File: src/rtl/bp_ctrl.sv
// Branch-prediction controller: tracks in-flight predictions in order, pairs them
// with EX resolutions, and raises flush/redirect, predictor-update strobes and counters.
module bp_ctrl #(
    parameter int DEPTH  = 4,
    parameter int ADDR_W = 32
) (
    input  logic              clk,
    input  logic              rst,
    input  logic              pred_valid_i,
    input  logic [ADDR_W-1:0] pred_addr_i,
    input  logic              pred_taken_i,
    input  logic [ADDR_W-1:0] pred_target_i,
    input  logic              res_valid_i,
    input  logic              res_taken_i,
    input  logic [ADDR_W-1:0] res_target_i,
    output logic              full_o,
    output logic              empty_o,
    output logic              flush_o,
    output logic [ADDR_W-1:0] redirect_addr_o,
    output logic              upd_valid_o,
    output logic [ADDR_W-1:0] upd_addr_o,
    output logic              upd_taken_o,
    output logic              err_o,
    output logic [31:0]       branch_cnt_o,
    output logic [31:0]       mispred_cnt_o
);

    localparam int PW = $clog2(DEPTH);
    localparam int CW = PW + 1;
    localparam logic [CW-1:0]     FULL_CNT   = CW'(DEPTH);
    localparam logic [ADDR_W-1:0] INSN_BYTES = ADDR_W'(4);

    logic [ADDR_W-1:0] addr_mem   [DEPTH];
    logic              taken_mem  [DEPTH];
    logic [ADDR_W-1:0] target_mem [DEPTH];

    logic [PW-1:0] wr_ptr, rd_ptr;
    logic [CW-1:0] count;

    logic              do_pop, do_push, mispredict, empty_res;
    logic [ADDR_W-1:0] head_addr, head_target, correct_pc;
    logic              head_taken;

    assign head_addr   = addr_mem[rd_ptr];
    assign head_taken  = taken_mem[rd_ptr];
    assign head_target = target_mem[rd_ptr];

    // While flush_o is high the inputs belong to the squashed wrong path.
    assign do_pop    = res_valid_i && !flush_o && (count != '0);
    assign do_push   = pred_valid_i && !flush_o && ((count != FULL_CNT) || do_pop);
    assign empty_res = res_valid_i && !flush_o && (count == '0);

    assign mispredict = do_pop && ((head_taken != res_taken_i) ||
                                   (res_taken_i && (head_target != res_target_i)));
    assign correct_pc = res_taken_i ? res_target_i : head_addr + INSN_BYTES;

    assign full_o  = (count == FULL_CNT);
    assign empty_o = (count == '0);

    // NOTE: the payload array has no reset; count and pointers alone define which
    // entries are valid, so clearing storage would only cost reset fan-out.
    always_ff @(posedge clk) begin
        if (do_push) begin
            addr_mem[wr_ptr]   <= pred_addr_i;
            taken_mem[wr_ptr]  <= pred_taken_i;
            target_mem[wr_ptr] <= pred_target_i;
        end
    end

    // NOTE: sequential state uses non-blocking assignments only, so every process
    // samples pre-edge values regardless of evaluation order.
    always_ff @(posedge clk) begin
        if (rst) begin
            wr_ptr <= '0;
            rd_ptr <= '0;
            count  <= '0;
        end else if (mispredict) begin
            // Squash everything, including a push presented in the same cycle.
            wr_ptr <= '0;
            rd_ptr <= '0;
            count  <= '0;
        end else begin
            if (do_push) wr_ptr <= wr_ptr + PW'(1);
            if (do_pop)  rd_ptr <= rd_ptr + PW'(1);
            if (do_push && !do_pop)      count <= count + CW'(1);
            else if (do_pop && !do_push) count <= count - CW'(1);
        end
    end

    always_ff @(posedge clk) begin
        if (rst) begin
            flush_o         <= 1'b0;
            redirect_addr_o <= '0;
            upd_valid_o     <= 1'b0;
            upd_addr_o      <= '0;
            upd_taken_o     <= 1'b0;
            err_o           <= 1'b0;
            branch_cnt_o    <= '0;
            mispred_cnt_o   <= '0;
        end else begin
            flush_o         <= mispredict;
            redirect_addr_o <= mispredict ? correct_pc : '0;
            upd_valid_o     <= do_pop;
            upd_addr_o      <= do_pop ? head_addr : '0;
            upd_taken_o     <= do_pop && res_taken_i;
            if (empty_res)  err_o         <= 1'b1;
            if (do_pop)     branch_cnt_o  <= branch_cnt_o + 32'd1;
            if (mispredict) mispred_cnt_o <= mispred_cnt_o + 32'd1;
        end
    end

endmodule

File: config.mk
export PLATFORM = sky130hd
export DESIGN_NAME = bp_ctrl
export DESIGN_NICKNAME = d
export VERILOG_FILES = /design/src/rtl/bp_ctrl.sv
export SDC_FILE = /design/constraint.sdc
export NUM_CORES = 1
export LEC_CHECK = 0
export ABC_AREA = 1
export BUFFER_PORTS_ARGS = -buffer_cell sky130_fd_sc_hd__clkbuf_2
export CAP_MARGIN = 30
export CORE_MARGIN = 2
export CORE_UTILIZATION = 50
export DETAILED_ROUTE_END_ITERATION = 10
export PLACE_DENSITY = 0.7
export SETUP_SLACK_MARGIN = 0.05
export SLEW_MARGIN = 40
export SYNTH_ARGS = -nofsm -noshare
export SYNTH_HDL_FRONTEND = slang
export SYNTH_SLANG_ARGS = --single-unit
File: constraint.sdc
create_clock -name clk -period 5.4 [get_ports clk]
set_input_delay 0.54 -clock clk [delete_from_list [all_inputs] [get_ports clk]]
set_output_delay 0.54 -clock clk [all_outputs]
set_load 0.05 [all_outputs]
---- After elaboration in Yosys (flattened, before gate mapping) ----
Memories as Yosys holds them, arrays and structs flattened. A register that Yosys moved wholly into a read port is not among the register bits.
Index checks and enable logic that the tools add are counted.
storage, ports and cells
  register bits after elaboration ......... 139
  bits in writable memories ............... 260
  output and inout port bits .............. 134
  word-level logic and storage cells ...... 59
  memories kept ........................... 3
cells by class
  add/subtract/negate cells ............... 7
  equality and inequality tests ........... 4
  multiplexer cells ....................... 11
  bitwise operators ....................... 2
  reduce and logical (&&, ||, !) cells .... 21
memories
  name        depth  bits a word  read ports  clocked after Yosys merged registers in  write ports  line  RTL
  addr_mem    4      32           1           1                                        1            33    logic [ADDR_W-1:0] addr_mem [DEPTH];
  target_mem  4      32           1           1                                        1            35    logic [ADDR_W-1:0] target_mem [DEPTH];
  taken_mem   4      1            1           1                                        1            34    logic taken_mem [DEPTH];
operator list
  operator               number
  $add 32x1->32 const B  2
  $add 32x3->32 const B  1
  $mux 32                1
  $ne 32x32->1           1
  $mux 2                 6
  $logic_and 1x1->1      10
  $mux 3                 2
  $reduce_or 2->1        3
  $add 2x1->2 const B    2
  $add 3x1->3 const B    1
  $eq 3x3->1 const B     1
  $logic_not 1->1        3
  $logic_not 3->1        1
  $ne 3x3->1 const B     1
  $reduce_bool 3->1      1
  $sub 3x1->3 const B    1
  $logic_or 1x1->1       2
  $mux 1                 2
  $not 1->1              2
  $reduce_bool 2->1      1
  $ne 1x1->1             1

---- Longest topological paths before layout ----
  depth after elaboration ................. 9
  gate-level depth with buffers ........... 18

---- Least setup slack after synthesis ----
Ideal clock, no wire load.
  kind .................................... register -> register
  start ................................... register count[0]
  end ..................................... memory addr_mem[0][0], enable pin
  library setup time ...................... 0.489 ns
  arrival time ............................ 3.699 ns
  required time ........................... 4.911 ns
  path slack .............................. 1.213 ns
  cell stages (with the launch flop) ...... 5
  clock period less this slack ............ 4.187 ns
  cell sequence ........................... dfxtp_1 nor3_1 nand2_1 nand3_1 nor2_1
between the ends
  cells in the longest elaborated chain, start to end .. 6
  elaborated cells on any way between the ends .. 7
  those cells by class .................... eq/ne (1); mux (2); reduce/logical (4)
ends and longest elaborated chain
  item                            line  RTL
  start: declaration              38    logic [CW-1:0] count;
  start signal: assignment        85    if (do_push && !do_pop) count <= count + CW'(1);
  start signal: assignment        86    else if (do_pop && !do_push) count <= count - CW'(1);
  $reduce_bool 3->1               49    assign do_pop = res_valid_i && !flush_o && (count != '0);
  $logic_and 1x1->1               49
  $logic_or 1x1->1 *              50    assign do_push = pred_valid_i && !flush_o && ((count != FULL_CNT) || do_pop);
  $logic_and 1x1->1 *             50
  $mux 1 *                        63    if (do_push) begin
  $mux 1 (implied by the code) *  64    addr_mem[wr_ptr] <= pred_addr_i;
  end: declaration                33
Every way passes the cells marked *; elsewhere a longest branch is shown, timed or not.

==> run summary <==
sw frac -> 36.6%
Chip Width -> 193 um
Slew @ Worst Pin -> 0.826 ns
# hold bufs at CTS -> 0
top cells by count, synth -> nand2_1, edfxtp_1, nor2_1
Internal Power -> 0.00596 W
post-CTS setup buffers -> 0
Fmax achieved -> 263 MHz
Reg power frac -> 40.3%
Power Density -> 453 mW/mm^2
crit path capture type -> register
YS warnings -> 0
status -> finished clean
EDFF count, synth -> 260
All-Layer GR Usage -> 26.3%
Worst-Skew Late Latency -> 0.58 ns
Fin. Hold Viols -> 0
Clock Pin Slew Worst Setup and Hold Paths -> 0.06 ns
async set-or-reset flop fraction in the synthesized netlist -> 0%
fin worst setup slack -> 1.60 ns
Max-Cap Viols -> 0
max_slew headroom -> 44.9%
Residual DRC -> 0
total CTS buffers -> 43
fin crit share -> 70.4%
initial antenna violation count -> 2
Synth area leaders -> edfxtp_1, dfxtp_1, nand2_1
total congestion overflow -> 0
first-pass GRT wire length -> 74.2 mm
worst clock skew -> 0.0276 ns
clk buf depth -> 3
Total Neg Setup Slack -> 0 ns
clock root buffer -> clkbuf_16
cts repair resizes -> 0
Comb pwr share -> 29.5%
Std-Cell Rows -> 69
crit path max fanout -> 43
switching pwr -> 0.00344 W
Max VDD drop -> 342 uV
sequential area share after synthesis -> 59.6%
leakage power -> 8.68 nW
post-synthesis register bit count -> 401
nets -> 2252
Worst path max stage delay -> 0.64 ns
pre-CTS WS -> 1.33 ns
area delta synth->final -> 16.4%
gp weighted congestion -> 0.925
Final min period -> 3.80 ns
port buffer count -> 235
Netlist cell types -> 46
CTS tree -> done
routed len/inst -> 18.4 um
clock sinks -> 401
Finished Core Util -> 58.8%
First-pass DRT Iterations -> 5
final instance area -> 0.0208 sq mm
Critical Path Start Type -> register
clock group share of total power -> 30.2%
via count -> 14067
Initial Utilization -> 50.5%
Die Y-Extent -> 193 um
largest net degree at the start of global routing -> 81
core area -> 0.0353 sq mm
Hold Crit Class -> in -> reg
top-count cell post-synth -> nand2_1
endpoints failing setup -> 0
vias in the first global route -> 13468
Syn Nets -> 2024
crit-path cells -> clkinv_2 -> buf_4 -> nand3_1 -> nand2_1 -> nor2_1 -> nand4_1 -> nor2_1 -> nand2_1 -> nor2_1 -> nand3_1 -> nand3_1 -> buf_4 -> nand3_1 -> nand2_1
Slew Limit Fails -> 0
post-route ant nets -> 0
layout cell share with drive strength beyond 1 -> 17.9%
Critical Path RT -> 5.89 ns
critical path class -> reg -> reg
ys flop type -> edfxtp_1
Filler Cell Count -> 3095
Post-DP Area -> 0.0193 sq mm
Via density -> 5.33
Total Wirelength -> 48.5 mm
Synth area leader -> edfxtp_1
unrepaired setup endpoints after global routing -> no
Top cell by count, worst path -> nand3_1
DPL Wire Length -> 33.9 mm
initial detailed-routing violation count -> 1039
die area -> 0.0372 sq mm
Mean Syn Cell Area -> 9.32 sq um
CP Data Arrival Time -> 4.29 ns
cell area after synthesis -> 0.0178 sq mm
synthesized instance count -> 1913
# IOs -> 236
H-tree depth -> 2
share of the synthesized area in the top cell type -> 43.8%
crit path max-delay cell type -> clkinv_2
-- area by class of cell --
class,instances,area (sq um),share of cell area (%)
flip-flops and latches,401,10600,51.2
clock inverters,23,170,0.820
multi-input cells,1258,6080,29.3
inverters,180,682,3.29
repair buffers,257,1410,6.77
well taps,461,577,2.78
clock buffers,56,1200,5.76
diodes,3,7.51,0.0362
-- sequential cells by signal (all words and copies together), names as in the netlist, named ones only --
register and count:
upd_addr_o 32, mispred_cnt_o 32, target_mem 128, branch_cnt_o 32, taken_mem 4, upd_valid_o 1, count 3, flush_o 1
redirect_addr_o 32, wr_ptr 2, upd_taken_o 1, addr_mem 128, rd_ptr 2, err_o 1
-- cell families after synthesis --
family,Yosys count,share of synthesized area [%]
and+or+nand+nor,1052,25.9
buffers and inverters,254,6.41
xor gates and xnor gates,55,2.70
muxes,5,0.281
adders and majority gates,9,0.674
AOI/OAI and AO/OA,137,4.38
DFF,401,59.6
-- power groups by stage --
| stage | logic (W) | clock network [W] | registers [W] |
|---|---|---|---|
| 2_1_floorplan | 0.00175 | 0 | 0.00412 |
| 3_3_place_gp | 0.00265 | 0 | 0.00388 |
| 3_5_place_dp | 0.00270 | 0 | 0.00389 |
| 4_1_cts | 0.00271 | 0.00289 | 0.00383 |
| 5_1_grt | 0.00307 | 0.00301 | 0.00382 |
| 6_report | 0.00278 | 0.00284 | 0.00379 |
-- layer usage --
metal  up-vias  part of all wire, %  track usage (%)
met4         0                  3.1             9.81
met1      6574                   42             35.1
li1       6841                    -                -
met5         -                    0                0
met2       570                   47             42.9
met3        82                  8.0             4.64
-- critical path: cells and delay by family (launching register included) --
kind,cells,cell delay (ns)
and+or+nand+nor,11,1.87
DFF,1,0.35
buffers and inverters,3,1.47
-- stage by stage --
step / hold slack [ns] / cells / power (W)
6_report: 0.182 / 2639 / 0.00941
5_1_grt: 0.173 / 2636 / 0.00989
4_1_cts: 0.161 / 2634 / 0.00943
3_5_place_dp: 0.487 / 2555 / 0.00659
3_3_place_gp: 0.477 / 2553 / 0.00653
2_1_floorplan: 0.467 / 1913 / 0.00587
-- worst paths after layout --
path	startpoint	end	slack [ns]	depth (start not counted)
max	register	mispred_cnt_o[15]$_SDFFE_PP0P_	1.60	14
max reg2reg	register	mispred_cnt_o[15]$_SDFFE_PP0P_	1.60	14
min reg2reg	branch_cnt_o[28]$_SDFFE_PP0N_	branch_cnt_o[28]$_SDFFE_PP0N_	0.50	2
min	pred_addr_i[5]	addr_mem[3][5]$_DFFE_PP_	0.18	1
-- layout by cell type (no fill, tap or decap), drive strengths merged, types with 2 or more instances in the layout --
cell,count
xnor2,12
o21ai,66
inv,180
dfxtp,141
o211ai,27
nor4,7
a32o,2
a21boi,2
clkinv,19
nor3,34
and2,2
buf,22
nand3,174
nand3b,13
nand4,61
or2,5
mux2i,5
clkinvlp,3
clkbuf,291
nor2,231
xor2,43
nand2,522
edfxtp,260
ha,8
a21oi,35
diode,3
No activity file was read; power rests on OpenSTA's default activity.
